===== src/rtl/tc_cu_tiled.sv =====
// ---------------------------------------------------------------------------
// tc_cu_tiled
// Tile-loop sequencer for the sparse tensor core. On an accepted start it walks
// an M x N x K GEMM in TILE_N x TILE_K steps (m outer, n-tile middle, k-tile
// inner), handshakes operand loads, and reports per-row completion through a
// PIPE_LAT-deep delay line that models the compute pipeline.
//
// Ports
//   i_clk        clock, rising edge
//   i_rst_n      asynchronous active-low reset
//   i_start      one-cycle job request, honoured only when idle
//   i_mode       0 = reload operands before every row, 1 = load once (latched)
//   i_load_ack   buffer side reports the load is complete (used only in LOAD)
//   i_stall      freezes issue while computing
//   o_load_req   load request (high throughout LOAD)
//   o_busy       high in every state except idle
//   o_ptr_m/n/k  current row, column offset, reduction offset
//   o_issue      tile operation issued this cycle
//   o_acc_clr    clear accumulator (first k-tile of a column tile)
//   o_out_valid  row result ready, o_row_out carries the row index
//   o_done       one-cycle completion pulse
// ---------------------------------------------------------------------------
module tc_cu_tiled #(
   parameter int unsigned M        = 16,
   parameter int unsigned N        = 16,
   parameter int unsigned K        = 16,
   parameter int unsigned TILE_N   = 4,
   parameter int unsigned TILE_K   = 4,
   parameter int unsigned PIPE_LAT = 2,
   parameter int unsigned DW_PTR   = 4
) (
   input  logic              i_clk,
   input  logic              i_rst_n,
   input  logic              i_start,
   input  logic              i_mode,
   input  logic              i_load_ack,
   input  logic              i_stall,
   output logic              o_load_req,
   output logic              o_busy,
   output logic [DW_PTR-1:0] o_ptr_m,
   output logic [DW_PTR-1:0] o_ptr_n,
   output logic [DW_PTR-1:0] o_ptr_k,
   output logic              o_issue,
   output logic              o_acc_clr,
   output logic              o_out_valid,
   output logic [DW_PTR-1:0] o_row_out,
   output logic              o_done
);

   localparam logic [DW_PTR-1:0] LastM = DW_PTR'(M - 1);
   localparam logic [DW_PTR-1:0] LastN = DW_PTR'(N - TILE_N);
   localparam logic [DW_PTR-1:0] LastK = DW_PTR'(K - TILE_K);
   localparam logic [DW_PTR-1:0] StepN = DW_PTR'(TILE_N);
   localparam logic [DW_PTR-1:0] StepK = DW_PTR'(TILE_K);
   localparam int unsigned       CntW  = (PIPE_LAT > 1) ? $clog2(PIPE_LAT) : 1;
   localparam logic [CntW-1:0]   CntLast = CntW'(PIPE_LAT - 1);

   typedef enum logic [1:0] {StIdle, StLoad, StCompute, StDrain} state_e;

   state_e              r_state, w_state_d;
   logic [DW_PTR-1:0]   r_ptr_m, r_ptr_n, r_ptr_k;
   logic [DW_PTR-1:0]   w_ptr_m_d, w_ptr_n_d, w_ptr_k_d;
   logic                r_mode, w_mode_d;
   logic [CntW-1:0]     r_cnt, w_cnt_d;
   logic [PIPE_LAT-1:0] r_dl_vld;
   logic [DW_PTR-1:0]   r_dl_row [PIPE_LAT];

   logic w_issue, w_row_end, w_done;

   assign w_issue   = (r_state == StCompute) && !i_stall;
   // The final issue of a row is the last k-tile of the last column tile.
   assign w_row_end = w_issue && (r_ptr_n == LastN) && (r_ptr_k == LastK);

   always_comb begin
      w_state_d = r_state;
      w_ptr_m_d = r_ptr_m;
      w_ptr_n_d = r_ptr_n;
      w_ptr_k_d = r_ptr_k;
      w_mode_d  = r_mode;
      w_cnt_d   = r_cnt;
      w_done    = 1'b0;
      unique case (r_state)
         StIdle: begin
            if (i_start) begin
               w_state_d = StLoad;
               w_ptr_m_d = '0;
               w_ptr_n_d = '0;
               w_ptr_k_d = '0;
               w_mode_d  = i_mode;
            end
         end
         StLoad: begin
            if (i_load_ack) w_state_d = StCompute;
         end
         StCompute: begin
            if (w_issue) begin
               if (r_ptr_k == LastK) begin
                  w_ptr_k_d = '0;
                  if (r_ptr_n == LastN) begin
                     w_ptr_n_d = '0;
                     w_ptr_m_d = r_ptr_m + 1'b1;
                  end else begin
                     w_ptr_n_d = r_ptr_n + StepN;
                  end
               end else begin
                  w_ptr_k_d = r_ptr_k + StepK;
               end
               if (w_row_end) begin
                  if (r_ptr_m == LastM) begin
                     w_state_d = StDrain;
                     w_cnt_d   = '0;
                     w_ptr_m_d = '0;
                  end else if (!r_mode) begin
                     w_state_d = StLoad;
                  end
               end
            end
         end
         StDrain: begin
            // Final row leaves the delay line in the last drain cycle.
            if (r_cnt == CntLast) begin
               w_done    = 1'b1;
               w_state_d = StIdle;
            end else begin
               w_cnt_d = r_cnt + 1'b1;
            end
         end
         default: w_state_d = StIdle;
      endcase
   end

   always_ff @(posedge i_clk or negedge i_rst_n) begin
      if (!i_rst_n) begin
         r_state <= StIdle;
         r_ptr_m <= '0;
         r_ptr_n <= '0;
         r_ptr_k <= '0;
         r_mode  <= 1'b0;
         r_cnt   <= '0;
      end else begin
         r_state <= w_state_d;
         r_ptr_m <= w_ptr_m_d;
         r_ptr_n <= w_ptr_n_d;
         r_ptr_k <= w_ptr_k_d;
         r_mode  <= w_mode_d;
         r_cnt   <= w_cnt_d;
      end
   end

   // Completion delay line: free-running, never held by stall or state.
   always_ff @(posedge i_clk or negedge i_rst_n) begin
      if (!i_rst_n) begin
         r_dl_vld <= '0;
         for (int unsigned i = 0; i < PIPE_LAT; i++) r_dl_row[i] <= '0;
      end else begin
         r_dl_vld[0] <= w_row_end;
         r_dl_row[0] <= w_row_end ? r_ptr_m : '0;
         for (int unsigned i = 1; i < PIPE_LAT; i++) begin
            r_dl_vld[i] <= r_dl_vld[i-1];
            r_dl_row[i] <= r_dl_row[i-1];
         end
      end
   end

   assign o_load_req  = (r_state == StLoad);
   assign o_busy      = (r_state != StIdle);
   assign o_ptr_m     = r_ptr_m;
   assign o_ptr_n     = r_ptr_n;
   assign o_ptr_k     = r_ptr_k;
   assign o_issue     = w_issue;
   assign o_acc_clr   = w_issue && (r_ptr_k == '0);
   assign o_out_valid = r_dl_vld[PIPE_LAT-1];
   assign o_row_out   = r_dl_row[PIPE_LAT-1];
   assign o_done      = w_done;

endmodule


===== config.mk =====
export PLATFORM = sky130hd
export DESIGN_NAME = tc_cu_tiled
export DESIGN_NICKNAME = d
export VERILOG_FILES = /design/src/rtl/tc_cu_tiled.sv
export SDC_FILE = /design/constraint.sdc
export NUM_CORES = 1
export LEC_CHECK = 0
export CORE_AREA = 5 5 49 73
export CTS_CLUSTER_DIAMETER = 60
export DETAILED_ROUTE_END_ITERATION = 8
export DIE_AREA = 0 0 54 78
export GPL_TIMING_DRIVEN = 0
export PLACE_DENSITY_LB_ADDON = 0.15
export SLEW_MARGIN = 20
export SYNTH_ARGS = -nofsm -noshare
export SYNTH_HDL_FRONTEND = slang
export SYNTH_SLANG_ARGS = --single-unit
export TNS_END_PERCENT = 50

===== constraint.sdc =====
create_clock -name i_clk -period 1.45 [get_ports i_clk]
set_input_delay 0.145 -clock i_clk [delete_from_list [all_inputs] [get_ports i_clk]]
set_output_delay 0.145 -clock i_clk [all_outputs]
set_load 0.05 [all_outputs]

Yosys cells after proc, flatten, opt, wreduce, memory -nomap -nowiden --
Index checks and enable logic that the tools add are counted.
Word-level totals: input bits 6, logic and storage cells 72, output and inout port bits 22, register bits 26
Cells by class: $add $sub $neg 4, muxes and demuxes 30, reduce and logical (&&, ||, !) cells 15, equality and inequality tests 14
Operator list (count):
- $mux 4 | 12
- $pmux 4 s2 | 3
- $mux 2 | 7
- $eq 4x4->1 const B | 3
- $ne 2x2->1 const B | 5
- $add 4x3->4 const B | 2
- $pmux 2 s4 | 1
- $reduce_and 4->1 | 2
- $mux 1 | 6
- $reduce_and 6->1 | 1
- $reduce_bool 2->1 | 3
- $add 4x1->4 const B | 1
- $eq 2x2->1 const B | 2
- $logic_and 1x1->1 | 4
- $logic_not 4->1 | 1
- $ne 2x1->1 const B | 2
- $ne 3x2->1 const B | 1
- $reduce_and 3->1 | 1
- $eq 2x1->1 const B | 1
- $logic_not 2->1 | 1
- $pmux 1 s2 | 1
- $reduce_and 2->1 | 1
- $add 1x1->1 const B | 1
- $logic_not 1->1 | 1

Depth between registers and ports, before layout --
depth in word-level cells 7, depth in mapped cells 6, depth with buffers taken out 5

Worst setup path before layout --
Ideal clock, no wire load.
path type register -> register, from register r_ptr_k[2], in the netlist o_ptr_k[2], to register r_ptr_m[0], in the netlist o_ptr_m[0], cell stages (with the launch flop) 7, buffers on the path 1, setup time 0.081 ns, data required time 1.369 ns, clock period less this slack 1.908 ns, arrival 1.827 ns, path slack -0.458 ns, cell sequence dfrtp_1 > ha_1 > buf_2 > nand2_1 > nor2_1 > or4b_4 > o211ai_2
On the way: cells in the longest elaborated chain, start to end 6, elaborated cells on any way between the ends 7, those cells by class eq/ne (1); mux (5); reduce/logical (1)
RTL lines:
- from (decl) | RTL line 61 | logic [DW_PTR-1:0] r_ptr_m, r_ptr_n, r_ptr_k;
- from (signal assigned) | RTL line 144 | r_ptr_k <= w_ptr_k_d;
- $eq 4x4->1 * | RTL line 72, 97
- $mux 4 | RTL line 97 | if (r_ptr_k == LastK) begin
- $mux 4 | RTL line 109 | if (r_ptr_m == LastM) begin
- $mux 4 * | RTL line 108 | if (w_row_end) begin
- $mux 4 * | RTL line 96 | if (w_issue) begin
- $pmux 4 s2 * | RTL line 82 | unique case (r_state)
- to (signal assigned) | RTL line 142 | r_ptr_m <= w_ptr_m_d;
- to (decl) | RTL line 61
Mark *: on every way between the ends. The rest lies on a longest branch, timed or not. The select of a mux whose other input is x is not followed. A chain may end at the register's enable or synchronous reset.

Worst setup path in the final report --
from register r_state[0], to register r_ptr_m[0], in the netlist o_ptr_m[0]
On the way: cells in the longest elaborated chain, start to end 7, elaborated cells on any way between the ends 12, those cells by class eq/ne (3); mux (3); reduce/logical (6)
RTL lines:
- from (decl) | RTL line 60 | state_e r_state, w_state_d;
- from (signal assigned) | RTL line 134 | r_state <= StIdle;
- from (signal assigned) | RTL line 141 | r_state <= w_state_d;
- $eq 2x2->1 | RTL line 70, 82
- $logic_and 1x1->1 | RTL line 70 | assign w_issue = (r_state == StCompute) && !i_stall;
- $logic_and 1x1->1 (2 in a row) | RTL line 72 | assign w_row_end = w_issue && (r_ptr_n == LastN) && (r_ptr_k == LastK);
- $mux 4 | RTL line 108
- $mux 4 | RTL line 96
- $pmux 4 s2 | RTL line 82
Several ways; a longest one is shown, not always the timed one. The select of a mux whose other input is x is not followed.

==> results_dict.tcl <==
set metrics [dict create \
    status "finished with violations" \
    final_area_um2 1634 \
    post-place-ws_ps -824.1 \
    grt_usage 0.1205 \
    grt_pass1_vias 833 \
    grt_pass1_wl_mm 3.781 \
    met1_usage 0.1328 \
    rrSetupSlack_ps -190 \
    startpoint_type "flip-flop" \
    rsz0062_at_grt "true" \
    worst-path-max-fanout 5 \
    synth_compound_area_frac 0.1213 \
    finalHoldWorstSlack_ps 352.6 \
    vias 896 \
    crit_buf_inv 2 \
    synth_edf_count 0 \
    crit_path_end_kind "flip-flop" \
    synth_top_family_by_area "simple AND/OR/NAND/NOR gates" \
    io_pins 28 \
    cts_tree "done" \
    fin_nets 162 \
    fin_tns_setup_ps -975.9 \
    start_util 0.3868 \
    synth_cell_types 35 \
    layout_commonest_cell "buf_4" \
    fp.dieH_um 78 \
    final_cell_mix "buf_4, dfrtp_1, nand2_1, dlygate4sd2_1, dfrtp_2" \
    hpwlAfterDp_mm 1.719 \
    clkLatencyLatePin_ps 250 \
    fin_ws_ps -194.2 \
    place_congestion 0.7721 \
    io_buffers 23 \
    r2r_start "r_state[0]$_DFFE_PN0P_" \
    holdPathStages 0 \
    drt-wirelength-per-cell_um 13.06 \
    htreeDepth 1 \
    path_clk_slew_ps 80 \
    synth_xor_area_frac 0 \
    maxCapViolCount 0 \
    syn_area_per_cell_um2 10.41 \
    via_per_inst 4.741 \
    tightest_slew_ps 510.9 \
    synthSimpleGateAreaFrac 0.2154 \
    holdCritPathClass "reg -> reg" \
    synth_mux_area_frac 0 \
    hold_start "r_dl_row[5]$_DFF_PN0_" \
    clock_path_buffers 2 \
    first_pass_iters 4 \
    diodes 0 \
    ant_nets 0 \
    netlist_area_um2 1104 \
    core_area_um2 2853 \
    cts_root_buffer "clkbuf_8" \
    final_core_util 0.5728 \
    ys_ff_latch 22 \
    p_leak_uw 0.0008509 \
    use_met2 0.2197 \
    fin_crit_ps 1644 \
    numCtsBuffers 3 \
    synth_cells 106 \
    ys.flop_type "dfrtp_1" \
    seq_area_frac_synth 0.4989 \
    rows 24 \
    remaining_drc_errors 0 \
    placed_area_um2 1430 \
    cts.sinks 22 \
    maxSlewHeadroom 0.6608 \
    path_cells "or3b_1, buf_6, clkinv_8, nand2_4, or4b_4, o211ai_2" \
    yosys_warnings 0 \
    drv_slew 0 \
    use_met3 0.01916 \
    fmax_mhz 608.2 \
    crit_slowest_cell "or4b_4" \
    max_stage_delay_ps 480 \
    routed_wl_mm 2.469 \
    r2r-end "o_ptr_m[0]$_DFFE_PN0P_" \
    antenna_found_initial 0 \
    pwr_density_cell_nw_per_um2 1509 \
    crit_family "simple AND/OR/NAND/NOR gates" \
    rr_worst_depth 6 \
    hold_viol 0 \
    grt_overflow 0 \
    arrival_ps 1820 \
    violations "negative setup slack" \
    first_iter_violations 18 \
    grt_max_degree 23 \
    fp.dieW_um 54 \
    drive_gt1_frac 0.4200 \
    max-vdd-ir-drop_v 0.001056 \
    hold-path-endpoint "o_row_out[1]$_DFF_PN0_" \
    finalCritPeriodShare 1.134 \
    clock_skew_ps 1.393 \
    grt.busiest_layer "met2" \
    synthToLayoutAreaGrowth_pct 48.07 \
    setup_viol 12 \
    cp.required_ps 1630 \
    synthAdderAreaFrac 0.05669 \
    dieArea_um2 4212 \
    async_flop_share 1.000 \
    crit_type "reg -> reg" \
]
repair_timing:
item,in CTS,in global routing
endpoints found under the setup margin,21,10
setup buffers,6,7
gates cloned,0,0
hold endpoints to repair,0,22
hold buffers,0,1
resized for setup,59,13
pin swaps,4,2
power breakdown:
part           total [µW]  internal (µW)  switching [µW]  leakage, µW
clock                 427            241             186    0.0000288
combinational        1260            552             704     0.000535
sequential            783            694            88.6     0.000287
total                2470           1490             978     0.000851
final cells by class:
type                            count  area [µm²]
Buffer                             12       105.1
Clock buffer                        4       55.05
Fill cell                         259        1219
Inverter                            5       31.28
Multi-Input combinational cell     70       501.7
Sequential cell                    22       558.0
Tap cell                           39       48.80
Timing Repair Buffer               37       334.1
kinds of logic after synthesis:
logic type | after synthesis
and+or+nand+nor | 42
DFF | 22
AOI/OAI and AO/OA | 19
buffers and inverters | 17
adders and majority gates | 5
other | 1
synthesized netlist by cell type, types with 2 or more instances:
master    number  area, µm²
inv_1          4      15.01
nor2b_1        3      18.77
a21o_1         2      15.01
clkbuf_1       2      7.510
ha_1           5      62.56
o31ai_1        4      30.03
nand3_1        5      25.02
and2_1         4      25.02
or2_2          2      12.51
nor2_1         2      7.510
o21ai_0        7      35.03
nand2_1       15      56.30
dfrtp_1       22      550.5
buf_4          8      60.06
metrics by stage:
step / std cells / total power [µW]
2_1_floorplan: 109 / 1471
3_5_place_dp: 171 / 1768
3_3_place_gp: 171 / 1744
5_1_grt: 189 / 2595
4_1_cts: 181 / 2385
6_report: 189 / 2465
state kept, by name (all words and copies together), names as in the netlist:
register	flops
r_cnt	1
r_state	2
o_ptr_n	2
r_mode	1
r_dl_row	4
o_ptr_k	2
o_row_out	4
o_ptr_m	4
r_dl_vld	2
how the worst max path moves through the flow:
| stage | cells after the start | end | slack (ps) | from |
|---|---|---|---|---|
| floorplan | 6 | o_ptr_m[0]$_DFFE_PN0P_ | -190 | r_state[0]$_DFFE_PN0P_ |
| global route | 6 | o_ptr_m[0]$_DFFE_PN0P_ | -220 | r_state[0]$_DFFE_PN0P_ |
| CTS | 6 | o_ptr_m[0]$_DFFE_PN0P_ | -200 | r_state[0]$_DFFE_PN0P_ |
| detailed placement | 6 | o_acc_clr | -820 | i_stall |
| global placement | 6 | o_acc_clr | -820 | i_stall |
| finish | 6 | o_ptr_m[0]$_DFFE_PN0P_ | -190 | r_state[0]$_DFFE_PN0P_ |
metal layers:
| layer | vias to the layer above | routed length [µm] | part of all wire |
|---|---|---|---|
| met5 | - | 0 | 0 |
| met4 | 0 | 20 | 0.0081 |
| met3 | 2 | 122 | 0.049 |
| met2 | 24 | 1345 | 0.54 |
| met1 | 435 | 980 | 0.40 |
| li1 | 435 | - | - |
Power figures use the tool's default switching activity.
